[src/rtl/instrumentation_pkg.sv]
// rtl/instrumentation_pkg.sv - shared types for the instrumentation trip latch
package instrumentation_pkg;

  localparam int NUM_CHANNELS = 3;

  typedef enum logic [1:0] {
    MODE_BYPASS  = 2'd0,
    MODE_OPERATE = 2'd1,
    MODE_MAINT   = 2'd2,
    MODE_RSVD    = 2'd3
  } trip_mode_t;

  typedef enum logic [1:0] {
    ST_IDLE,
    ST_PENDING,
    ST_TRIPPED
  } latch_state_t;

endpackage

[src/rtl/trip_latch_channel.sv]
// rtl/trip_latch_channel.sv - one channel: debounce counter, mode override and trip latch
module trip_latch_channel
  import instrumentation_pkg::*;
#(
  parameter int DEBOUNCE = 2,
  parameter int CNT_W    = 2
) (
  input  logic       clk,
  input  logic       rst_n,
  input  logic       sample_valid,
  input  logic       sensor_trip,
  input  trip_mode_t mode,
  input  logic       reset_req,
  output logic       trip_out,
  output logic       pending
);

  localparam logic [CNT_W:0]   DEB_EXT = (CNT_W + 1)'(DEBOUNCE);
  localparam logic [CNT_W-1:0] DEB_CNT = CNT_W'(DEBOUNCE);

  latch_state_t     state_q, state_d;
  logic [CNT_W-1:0] cnt_q, cnt_d;
  logic             last_q;
  logic [CNT_W:0]   cnt_inc;

  assign cnt_inc = {1'b0, cnt_q} + 1'b1;

  always_comb begin
    state_d = state_q;
    cnt_d   = cnt_q;
    case (mode)
      MODE_BYPASS: begin
        state_d = ST_IDLE;
        cnt_d   = '0;
      end
      MODE_OPERATE: begin
        if (sample_valid && sensor_trip) begin
          // A tripped sample always beats a same-cycle operator reset.
          if (cnt_inc >= DEB_EXT) begin
            state_d = ST_TRIPPED;
            cnt_d   = DEB_CNT;
          end else begin
            state_d = (state_q == ST_TRIPPED) ? ST_TRIPPED : ST_PENDING;
            cnt_d   = cnt_inc[CNT_W-1:0];
          end
        end else if (state_q == ST_TRIPPED) begin
          // Reset only clears once the most recent accepted sample was clear.
          if (reset_req && !last_q) begin
            state_d = ST_IDLE;
            cnt_d   = '0;
          end
        end else if (sample_valid) begin
          state_d = ST_IDLE;
          cnt_d   = '0;
        end
      end
      default: begin
        // Maintenance and reserved modes force the trip; the saturated count
        // keeps the latch consistent when the channel returns to operate.
        state_d = ST_TRIPPED;
        cnt_d   = DEB_CNT;
      end
    endcase
  end

  always_ff @(posedge clk) begin
    if (!rst_n) begin
      state_q  <= ST_IDLE;
      cnt_q    <= '0;
      last_q   <= 1'b0;
      trip_out <= 1'b0;
      pending  <= 1'b0;
    end else begin
      state_q  <= state_d;
      cnt_q    <= cnt_d;
      if (sample_valid) begin
        last_q <= sensor_trip;
      end
      trip_out <= (state_d == ST_TRIPPED);
      pending  <= (state_d == ST_PENDING);
    end
  end

endmodule

[src/rtl/instrumentation_trip_latch.sv]
// rtl/instrumentation_trip_latch.sv - per-channel trip latches plus update strobe for voting logic
module instrumentation_trip_latch
  import instrumentation_pkg::*;
#(
  parameter int NChannels = NUM_CHANNELS,
  parameter int DEBOUNCE  = 2,
  parameter int CNT_W     = 2
) (
  input  logic                   clk,
  input  logic                   rst_n,
  input  logic                   sample_valid,
  input  logic [NChannels-1:0]   sensor_trips,
  input  logic [2*NChannels-1:0] modes,
  input  logic [NChannels-1:0]   reset_req,
  output logic [NChannels-1:0]   trip_out,
  output logic                   trip_valid,
  output logic [NChannels-1:0]   pending
);

  for (genvar i = 0; i < NChannels; i++) begin : g_ch
    trip_latch_channel #(
      .DEBOUNCE (DEBOUNCE),
      .CNT_W    (CNT_W)
    ) u_ch (
      .clk          (clk),
      .rst_n        (rst_n),
      .sample_valid (sample_valid),
      .sensor_trip  (sensor_trips[i]),
      .mode         (trip_mode_t'(modes[2*i +: 2])),
      .reset_req    (reset_req[i]),
      .trip_out     (trip_out[i]),
      .pending      (pending[i])
    );
  end

  // Strobe lines up with the cycle in which trip_out reflects the sample.
  always_ff @(posedge clk) begin
    if (!rst_n) begin
      trip_valid <= 1'b0;
    end else begin
      trip_valid <= sample_valid;
    end
  end

endmodule

[config.mk]
export PLATFORM = sky130hd
export DESIGN_NAME = instrumentation_trip_latch
export DESIGN_NICKNAME = d
export VERILOG_FILES = /design/src/rtl/instrumentation_pkg.sv /design/src/rtl/trip_latch_channel.sv /design/src/rtl/instrumentation_trip_latch.sv
export SDC_FILE = /design/constraint.sdc
export NUM_CORES = 1
export LEC_CHECK = 0
export CAP_MARGIN = 30
export CORE_MARGIN = 8
export CORE_UTILIZATION = 44
export CTS_CLUSTER_SIZE = 12
export DETAILED_ROUTE_END_ITERATION = 16
export DONT_BUFFER_PORTS = 1
export PLACE_DENSITY = 0.7
export SLEW_MARGIN = 20
export SYNTH_ARGS = -nofsm -noshare
export SYNTH_HDL_FRONTEND = slang
export SYNTH_HIERARCHICAL = 1
export SYNTH_SLANG_ARGS = --single-unit
[constraint.sdc]
create_clock -name clk -period 1.3 [get_ports clk]
set_input_delay 0.195 -clock clk [delete_from_list [all_inputs] [get_ports clk]]
set_output_delay 0.195 -clock clk [all_outputs]
set_load 0.005 [all_outputs]
==> summary.md, run 1 <==
| Metric | Value |
|---|---|
| Startpoint Class | flip-flop |
| Final period util | 107% |
| Worst hold slack | between 0.01 and 0.015 ns |
| Least-Margin Pin Slew | about 0.31 ns |
| Area of the multi-input gates | slightly above 600 um2 |
| Power per Cell Area | 987 nW/um2 |
| Core area | 2410 um2 |
| Hold path cells | 1 |
| Post-layout min period | 1.39 ns |
| Htree depth | 1 |
| Layout cell share with drive strength beyond 1 | 24.3% |
| Status | finished, violations left |
| Final setup violation count | 5 |
| Die Wd | 65.6 um |
| Syn Inst Count | 116 |
| Leakage | around 0.54 nW |
| Combinational power share | 14.6% |
| Root buf cell | clkbuf_4 |
| Synth cell types | 19 |
| Ys Warns | 6 |
| Skew-Pair Late Insertion Delay | 0.31 ns |
| Clock sinks | 22 |
| Sequential share of the synthesized area | 40.7% |
| Initial antenna violation count | 0 |
| Max Clock Freq | 718 MHz |
| CTS clk-pin slew, worst paths | 0.13 ns |
| Synthesized Nets | 131 |
| Maximum capacitance violations | 0 |
| Nets | 152 |
| Routability cong. | 0.854 |
| Setup Slack @ Placement | -0.150 ns |
| Type of the worst setup path | flip-flop to flip-flop |
| Cell Int Power | 0.980 mW |
| Setup ws final | -0.0936 ns |
| FF-to-FF setup slack | -0.09 ns |
| CP Data Required Time | 1.52 ns |
| Row count | 18 |
| Layout area overhead | 20.7% |
| Via density | roughly 5.6 |
| Fill cell count | 225 |
| Die height | around 66 um |
| DR WL/cell | around 15 um |
| Total CTS buffers | 3 |
| GRT overflow | 0 |
| Worst-case clock buffer depth | 2 |
| Synthesized flop and latch total | 22 |
| Post-DP HPWL | 1.71 mm |
| Drt drc | 0 |
| Critical path arrival | 1.61 ns |
| Sequential Power Share | 56.1% |
| Rel. slew slack | 79.0% |
| # diodes | 0 |
| Global-route wire length before repair | between 4 and 5 mm |
| Port bufs | 0 |
| Worst reg2reg path endpoint | g_ch[2].u_ch/cnt_q[1]$_SDFFE_PN0P_ |
| Full die area | 4300 um2 |
| Syn_area_per_cell | between 9 and 10 um2 |
| Routed WL | 2.43 mm |
| Max-slew violation count | 0 |
| Clk network pwr share | 29.3% |
| Pin count of the biggest net entering global routing | 23 |
| Detailed Routing Iterations Pass 1 | 4 |
| Maximum vdd drop | between 0.5 and 0.6 mV |
| RSZ-0062 raised after global routing | yes |
| Worst-path fanout max | 3 |
| Cells on worst reg2reg path | 4 |
| P_sw | 0.309 mW |
| Gr usage total | 11.6% |
| Hold Crit Start | rst_n |
| Vias in the first global route | roughly 920 |
| Mapped cell area | 1080 um2 |
| Failing checks | negative setup slack |
| Final ANT Viol Nets | 0 |
| CTS tree | yes |
| Finished Cell Area | 1310 um2 |
| CP Capture Type | flip-flop |
| Area post-placement | approximately 1200 um2 |
| Initial core utilization | 44.9% |
| Via Count | 930 |
| Crit Reg-Reg Startpoint | g_ch[2].u_ch/state_q[1]$_SDFF_PN0_ |
| Iter 0 DRT Violations | 45 |
| Min-Delay Path Class | primary input to flip-flop |
| Hold Fails Final Rpt | 0 |
| Hold Path Sink | g_ch[2].u_ch/cnt_q[0]$_SDFFE_PN0P_ |
| Register area | 447 um2 |
| Io pins | 22 |
| Skew final | roughly 0.014 ns |
| Sw Ratio | 24.0% |
-- critical path, stage by stage (launching register included) --
cell	delay, ns
dfxtp_2	0.35
or3b_1	0.35
a221oi_2	0.31
nor2_1	0.08
o211a_1	0.21
-- power by group through the flow --
stage	logic, mW	clock network [mW]	registers (mW)
2_1_floorplan	0.117	0	0.740
3_3_place_gp	0.158	0	0.737
3_5_place_dp	0.163	0	0.738
4_1_cts	0.175	0.391	0.724
5_1_grt	0.210	0.417	0.727
6_report	0.188	0.378	0.723
-- cell usage in the layout (no fill, tap or decap), types with 3 or more instances in the layout --
cell type and instances:
a21oi_1 6, dfxtp_1 17, dfxtp_2 5, o211a_1 3, inv_1 9, nand3b_1 3
buf_4 13, or3b_1 5, and2_1 4, nand2_1 3, o31ai_1 3, a21boi_0 6
o32ai_1 3, a221oi_2 5, nor4_1 3, a311o_2 3, nor2_1 9, clkbuf_4 3
and3_1 3, nor2b_1 8, dlygate4sd3_1 3, nand2b_1 12, o21ai_1 3
-- cell families after synthesis --
logic type / synth area share [%]
AOI/OAI and AO/OA: 27.1
buffers and inverters: 3.12
and+or+nand+nor: 29.0
DFF: 40.7
-- synth_stat cells (all sizes together) --
cell / number / share of area, %
o31ai: 3 / 2.1
o32ai: 3 / 2.4
dfxtp: 22 / 41
nor2b: 9 / 5.2
nand2: 3 / 1.0
a311o: 3 / 3.1
inv: 9 / 3.1
nor4: 3 / 1.7
a21boi: 6 / 4.2
nor2: 9 / 3.1
nand2b: 12 / 6.9
nand3b: 3 / 2.1
a221oi: 6 / 8.3
and3: 3 / 1.7
o211a: 3 / 2.8
and2: 4 / 2.3
a21oi: 6 / 2.8
o21ai: 3 / 1.4
or3b: 6 / 4.9
-- area by class of cell --
cell class	count	area share (%)
Multi-Input combinational cell	85	47.7
Sequential cell	22	34.2
Timing Repair Buffer	16	9.78
Tap cell	30	2.88
Clock buffer	4	2.78
Inverter	9	2.59
-- sequential cells by signal (all words and copies together) (netlist names) --
name,cells
trip_valid,1
g_ch.u_ch/pending,3
g_ch.u_ch/last_q,3
g_ch.u_ch/cnt_q,6
g_ch.u_ch/state_q,6
g_ch.u_ch/trip_out,3
-- layer usage --
| layer | vias to the layer above | part of all wire, % | track usage [%] |
|---|---|---|---|
| li1 | 467 | - | - |
| met1 | 441 | 41 | 12.4 |
| met2 | 18 | 51 | 20.7 |
| met3 | 4 | 5.6 | 2.89 |
| met4 | 0 | 1.7 | 5.99 |
| met5 | - | 0 | 0 |
-- how the worst max path moves through the flow --
stage,from,slack (ns),to,cells after the start
floorplan,g_ch[0].u_ch/state_q[1]$_SDFF_PN0_,-0.04,g_ch[0].u_ch/cnt_q[1]$_SDFFE_PN0P_,4
global placement,g_ch[2].u_ch/state_q[1]$_SDFF_PN0_,-0.08,g_ch[2].u_ch/cnt_q[1]$_SDFFE_PN0P_,4
detailed placement,g_ch[2].u_ch/state_q[1]$_SDFF_PN0_,-0.15,g_ch[2].u_ch/cnt_q[1]$_SDFFE_PN0P_,4
CTS,g_ch[2].u_ch/state_q[1]$_SDFF_PN0_,-0.11,g_ch[2].u_ch/cnt_q[1]$_SDFFE_PN0P_,4
global route,g_ch[2].u_ch/state_q[1]$_SDFF_PN0_,-0.15,g_ch[2].u_ch/cnt_q[1]$_SDFFE_PN0P_,4
finish,g_ch[2].u_ch/state_q[1]$_SDFF_PN0_,-0.09,g_ch[2].u_ch/cnt_q[1]$_SDFFE_PN0P_,4
-- per-stage QoR --
step | util (%) | setup TNS, ns | power, mW | cells
2_1_floorplan | - | -0.119 | 0.857 | 116
3_3_place_gp | 49.8 | -0.201 | 0.895 | 157
3_5_place_dp | 49.8 | -0.313 | 0.901 | 157
4_1_cts | 52.7 | -0.328 | 1.29 | 164
5_1_grt | 54.2 | -0.835 | 1.35 | 166
6_report | 54.2 | -0.263 | 1.29 | 166
-- what timing repair did --
item | 4_1_cts | 5_1_grt
endpoints found under the setup margin | 7 | 13
hold buffers | 2 | 1
hold endpoints to repair | 6 | 2
pin swaps | 8 | 6
resized for setup | 4 | 7
buffers inserted | 1 | 1
No activity file was read; power rests on OpenSTA's default activity.
==> inputs of run 2 (changes only) <==
--- a/config.mk
+++ b/config.mk
@@ -6,14 +6,16 @@
 export NUM_CORES = 1
 export LEC_CHECK = 0
 export CAP_MARGIN = 30
+export CELL_PAD_IN_SITES_DETAIL_PLACEMENT = 1
+export CELL_PAD_IN_SITES_GLOBAL_PLACEMENT = 1
 export CORE_MARGIN = 8
-export CORE_UTILIZATION = 44
+export CORE_UTILIZATION = 41
 export CTS_CLUSTER_SIZE = 12
 export DETAILED_ROUTE_END_ITERATION = 16
 export DONT_BUFFER_PORTS = 1
-export PLACE_DENSITY = 0.7
+export GPL_TIMING_DRIVEN = 0
+export PLACE_DENSITY = 0.81
 export SLEW_MARGIN = 20
 export SYNTH_ARGS = -nofsm -noshare
 export SYNTH_HDL_FRONTEND = slang
-export SYNTH_HIERARCHICAL = 1
 export SYNTH_SLANG_ARGS = --single-unit
==> summary.md, run 2 <==
| Metric | Value |
|---|---|
| Rel. slew slack | 70.8% |
| Mapped cell area | 1080 um2 |
| Most instantiated cells after synthesis | dfxtp_1, nand2_1, nor2b_1, nor3_1, nor2_1 |
| Gr usage total | 11.7% |
| Initial core utilization | 43.3% |
| Commonest non-fill, non-tap cells in the layout | dfxtp_1, nand2_1, nor3_1, nor2b_1, nor2_1 |
| Synthesized flop and latch total | 22 |
| Core area | ~2500 um2 |
| Least-Margin Pin Slew | 0.437 ns |
| Layout area overhead | 14.3% |
| Routability cong. | 0.796 |
| Total power | ~1.5 mW |
| Synth area leaders | dfxtp_1, nor2b_1, o41ai_4, buf_4, nor3_1 |
| Layout cell share with drive strength beyond 1 | a little over a fifth |
| Final ANT Viol Nets | 0 |
| CP Data Required Time | 1.51 ns |
| Global-route wire length before repair | roughly 4.1 mm |
| Die height | 67.4 um |
| Syn_area_per_cell | 9.42 um2 |
| CTS tree | yes |
| Worst-path fanout max | 3 |
| Final period util | 95.3% |
| Drt drc | 0 |
| Post-layout min period | 1.24 ns |
| Root buf cell | clkbuf_4 |
| Via density | 5.59 |
| Total CTS buffers | 3 |
| Max-slew violation count | 0 |
| Startpoint Class | flip-flop |
| Routed WL | 2.48 mm |
| Finished Cell Area | 1240 um2 |
| Main flop type after synthesis | dfxtp_1 |
| Critical path arrival | 1.45 ns |
| Htree depth | 1 |
| Area post-placement | 1120 um2 |
| Leakage | 0.465 nW |
| Die Wd | 67.4 um |
| Skew-Pair Late Insertion Delay | 0.30 ns |
| Row count | 18 |
| Top flop regs | g_ch.u_ch.cnt_q x6, g_ch.u_ch.state_q x6 |
| CTS clk-pin slew, worst paths | 0.13 ns |
| Dpl cells | 145 |
| Detailed Routing Iterations Pass 1 | 4 |
| Worst path top cell family by delay | compound AO/OA/AOI/OAI gates |
| Power per Cell Area | around 1200 nW/um2 |
| RSZ-0062 raised after global routing | no |
| GRT overflow | 0 |
| Vias in the first global route | 876 |
| Nets | approximately 140 |
| Synthesized Nets | 130 |
| Type of the worst setup path | flip-flop to flip-flop |
| Critical-path cell list | or2_1 -> o31ai_1 -> a21oi_1 -> a31o_1 |
| Sequential share of the synthesized area | 40.6% |
| Maximum vdd drop | 0.736 mV |
| Via Count | 856 |
| Setup TNS | 0 ns |
| Synth cell types | 29 |
| Top-count cell post-synth | dfxtp_1 |
| Slowest-stage cell, CP | dfxtp_1 |
| Fill cell count | roughly 310 |
| Iter 0 DRT Violations | 16 |
| Yosys top cell area share | roughly two fifths |
| Post-DP HPWL | roughly 1.9 mm |
| Commonest non-fill, non-tap cell in the layout | dfxtp_1 |
| Full die area | roughly 4500 um2 |
| Syn Inst Count | 115 |
| Skew final | 0.00236 ns |
| Min-Delay Path Class | primary input to flip-flop |
| Final setup violation count | 0 |
| Clock sinks | 22 |
| CP Capture Type | flip-flop |
| FF-to-FF setup slack | ~0.061 ns |
| Initial antenna violation count | 0 |
| Max Clock Freq | 807 MHz |
| Ys Warns | 0 |
| Pin count of the biggest net entering global routing | 14 |
| Io pins | 22 |
| DR WL/cell | 16.2 um |
| Number of flops mapped to enable cells by yosys | 0 |
| # diodes | 0 |
| Port bufs | 0 |
| Hold Fails Final Rpt | 0 |
| WP buf/inv | 0 |
| Maximum capacitance violations | 0 |
| Peak per-stage delay on the critical path | about 0.35 ns |
| Finished Layout Cells | 153 |
| Cell taking the most area after synthesis | dfxtp_1 |
| Worst-case clock buffer depth | 2 |
| FFs w/ async S/R, synth | 0% |
| Status | finished clean |
| Post-CTS Setup Bufs | 0 |
## run 2: cell count changes after synthesis, sizes merged, moves of 5 or more
cell	before	now
nand2	3	13
a221oi	6	0
nand2b	12	3
or3b	6	0
buf	0	8
nor3	0	8
inv	9	4
## run 2: cell families (layout without fill, tap and decap cells)
family | count (synthesis) | in the layout | share of synthesized area, %
multiplexers | 3 | 3 | 2.77
AO/OA/AOI/OAI | 30 | 30 | 24.3
flip-flops | 22 | 22 | 40.6
buffers and inverters | 13 | 21 | 7.39
AND/OR/NAND/NOR | 47 | 47 | 24.9
## run 2: stage by stage
stage	hold slack, ns	utilization (%)	setup slack [ns]
after floorplan	0.266	-	0.143
after global placement	0.270	44.8	0.0808
after detailed placement	0.269	44.8	0.00158
after CTS	0.00647	48.6	0.00192
after global routing	0.00220	49.5	0.000296
final	0.0120	49.5	0.0612
## run 2: worst register-to-register path, stage by stage (launching register included)
cell and delay, ns:
dfxtp_1 0.35, or2_1 0.24, o31ai_1 0.23, a21oi_1 0.11, a31o_1 0.23
## run 2: per-layer routing
metal  wire length (um)  part of all wire [%]  up-vias  GRT usage [%]
met1               1060                    43      417           13.2
met2               1210                    49       16           20.0
met5                  0                     0        -              0
met4                 34                   1.4        0           4.70
li1                   -                     -      419              -
met3                170                   6.8        4           3.64
## run 2: cell type report
| class | instances | area (um2) | area share (%) |
|---|---|---|---|
| buffer | 9 | 65.1 | 5.25 |
| clock buffer | 3 | 22.5 | 1.82 |
| tap | 30 | 37.5 | 3.03 |
| multi-input combinational | 80 | 588 | 47.5 |
| timing repair buffer | 4 | 40.0 | 3.23 |
| sequential | 22 | 440 | 35.6 |
| clock inverter | 1 | 30.0 | 2.42 |
| inverter | 4 | 15.0 | 1.21 |
## run 2: final timing paths
kind                                            from                                 end  depth (start not counted)
setup / recovery  g_ch[0].u_ch.cnt_q[0]$_SDFFE_PN0P_    g_ch[0].u_ch.trip_out$_SDFF_PN0_                          4
hold / removal                              modes[3]  g_ch[1].u_ch.state_q[1]$_SDFF_PN0_                          1
setup reg to reg  g_ch[0].u_ch.cnt_q[0]$_SDFFE_PN0P_    g_ch[0].u_ch.trip_out$_SDFF_PN0_                          4
hold reg to reg     g_ch[1].u_ch.last_q$_SDFFE_PN0P_    g_ch[1].u_ch.last_q$_SDFFE_PN0P_                          2
## run 2: where the power goes
part           total [mW]  switching (mW)  internal (mW)
clock network       0.523           0.211          0.311
registers           0.733          0.0261          0.707
logic               0.204           0.105         0.0994
## run 2: repair_timing
item | 4_1_cts | 5_1_grt
hold endpoints to repair | 10 | 0
resized for setup | 1 | 7
endpoints found under the setup margin | 2 | 8
hold buffers | 4 | 0
==> inputs of run 3 (changes only) <==
--- a/config.mk
+++ b/config.mk
@@ -10,6 +10,7 @@
 export CELL_PAD_IN_SITES_GLOBAL_PLACEMENT = 1
 export CORE_MARGIN = 8
 export CORE_UTILIZATION = 41
+export CTS_BUF_LIST = sky130_fd_sc_hd__clkbuf_16
 export CTS_CLUSTER_SIZE = 12
 export DETAILED_ROUTE_END_ITERATION = 16
 export DONT_BUFFER_PORTS = 1
==> summary.md, run 3 (synthesized netlist as in run 2, its figures left out) <==
| Metric | Value |
|---|---|
| Root buf cell | clkbuf_16 |
| Nets | 136 |
| Hold Fails Final Rpt | 0 |
| Min-Delay Path Class | primary input to flip-flop |
| Layout cell share with drive strength beyond 1 | between 20% and 30% |
| Peak per-stage delay on the critical path | 0.32 ns |
| Skew final | 0.00101 ns |
| Detailed Routing Iterations Pass 1 | 2 |
| Pin count of the biggest net entering global routing | 14 |
| Slowest-stage cell, CP | dfxtp_1 |
| CP Capture Type | flip-flop |
| Worst hold slack | 0.00856 ns |
| Least-Margin Pin Slew | 0.409 ns |
| Cell Int Power | 1.41 mW |
| Setup Slack @ Placement | 0.00158 ns |
| Clock sinks | 22 |
| Rel. slew slack | 72.7% |
| Final ANT Viol Nets | 0 |
| Post-DP HPWL | 1.85 mm |
| Core area | 2500 um2 |
| Global-route wire length before repair | 3.89 mm |
| Critical path arrival | 1.38 ns |
| Via density | 5.45 |
| Vias in the first global route | 851 |
| Startpoint Class | flip-flop |
| Final period util | a little over nine tenths |
| Sequential Power Share | 41.4% |
| Worst-case clock buffer depth | 2 |
| Status | finished clean |
| Leakage | 0.472 nW |
| Max-slew violation count | 0 |
| Die Wd | 67.4 um |
| CTS clk-pin slew, worst paths | 0.06 ns |
| Post-layout min period | 1.23 ns |
| Io pins | 22 |
| Setup ws final | 0.0675 ns |
| DR WL/cell | 15.6 um |
| Initial antenna violation count | 0 |
| Sw Ratio | 20.4% |
| Drt drc | 0 |
| Commonest non-fill, non-tap cells in the layout | dfxtp_1, nand2_1, nor3_1, nor2b_1, nor2_1 |
| Top flop regs | g_ch.u_ch.cnt_q x6, g_ch.u_ch.state_q x6 |
| WP buf/inv | 0 |
| Htree depth | 1 |
| Commonest non-fill, non-tap cell in the layout | dfxtp_1 |
| Port bufs | 0 |
| Maximum capacitance violations | 0 |
| Area post-placement | 1120 um2 |
| Skew-Pair Late Insertion Delay | 0.25 ns |
| Combinational power share | 10.6% |
| Full die area | 4540 um2 |
| CTS tree | yes |
| Die height | 67.4 um |
| # diodes | 0 |
| Worst path top cell family by delay | compound AO/OA/AOI/OAI gates |
| Maximum vdd drop | 0.784 mV |
| Post-CTS Setup Bufs | 0 |
| Routed WL | 2.35 mm |
| CP Data Required Time | 1.45 ns |
| Routability cong. | approximately 0.80 |
| Max Clock Freq | between 800 and 900 MHz |
| GRT overflow | 0 |
| Via Count | 818 |
| Gr usage total | 11.0% |
| Clk network pwr share | between 40% and 50% |
| Final setup violation count | 0 |
| Layout area overhead | 14.9% |
| RSZ-0062 raised after global routing | no |
| Setup TNS | 0 ns |
| P_sw | 0.361 mW |
| Type of the worst setup path | flip-flop to flip-flop |
| Worst-path fanout max | 3 |
| Row count | 18 |
| Iter 0 DRT Violations | 3 |
| Finished Cell Area | around 1200 um2 |
| Total CTS buffers | 3 |
| Initial core utilization | between 40 and 50% |
| Power per Cell Area | 1420 nW/um2 |
| Critical-path cell list | or2_1 -> o31ai_1 -> a21oi_1 -> a31o_1 |
-- run 3: worst paths after layout --
path / slack, ns / endpoint / cells past startpoint / from
worst min register to register: 0.50 / g_ch[1].u_ch.last_q$_SDFFE_PN0P_ / 2 / g_ch[1].u_ch.last_q$_SDFFE_PN0P_
worst max-delay path: 0.07 / g_ch[0].u_ch.trip_out$_SDFF_PN0_ / 4 / g_ch[0].u_ch.cnt_q[0]$_SDFFE_PN0P_
worst max register to register: 0.07 / g_ch[0].u_ch.trip_out$_SDFF_PN0_ / 4 / g_ch[0].u_ch.cnt_q[0]$_SDFFE_PN0P_
worst min-delay path: 0.009 / g_ch[1].u_ch.pending$_SDFF_PN0_ / 1 / modes[3]
-- run 3: per-stage QoR --
stage	utilization, %	power [mW]	cells
3_5_place_dp	44.8	0.928	145
2_1_floorplan	-	0.892	115
3_3_place_gp	44.8	0.919	145
4_1_cts	49.1	1.78	149
5_1_grt	49.8	1.84	150
6_report	49.8	1.77	150
-- run 3: area by class of cell --
cell class / instances / area (um2)
buffer: 9 / 65.1
inverter: 4 / 15.0
clock inverter: 1 / 30.0
multi-input combinational: 80 / 572
tap: 30 / 37.5
fill: 301 / 1250
sequential: 22 / 440
timing repair buffer: 1 / 10.0
clock buffer: 3 / 75.1
-- run 3: power groups by stage --
stage	sequential [mW]	clock (mW)	combinational, mW
finish	0.733	0.849	0.187
global route	0.737	0.890	0.208
CTS	0.733	0.863	0.183
detailed placement	0.747	0	0.181
global placement	0.745	0	0.174
floorplan	0.740	0	0.152
-- run 3: what timing repair did --
item | in CTS | in global routing
pin swaps | 0 | 0
resized for setup | 2 | 3
endpoints found under the hold margin | 0 | 1
hold buffers | 0 | 1
endpoints found under the setup margin | 2 | 5
-- run 3: per-layer routing --
layer  track usage, %  vias up  part of all wire, %
met1             12.7      383                   42
met2             18.3       16                   49
li1                 -      414                    -
met4             3.92        0                  1.2
met3             4.14        5                  7.8
met5                0        -                    0
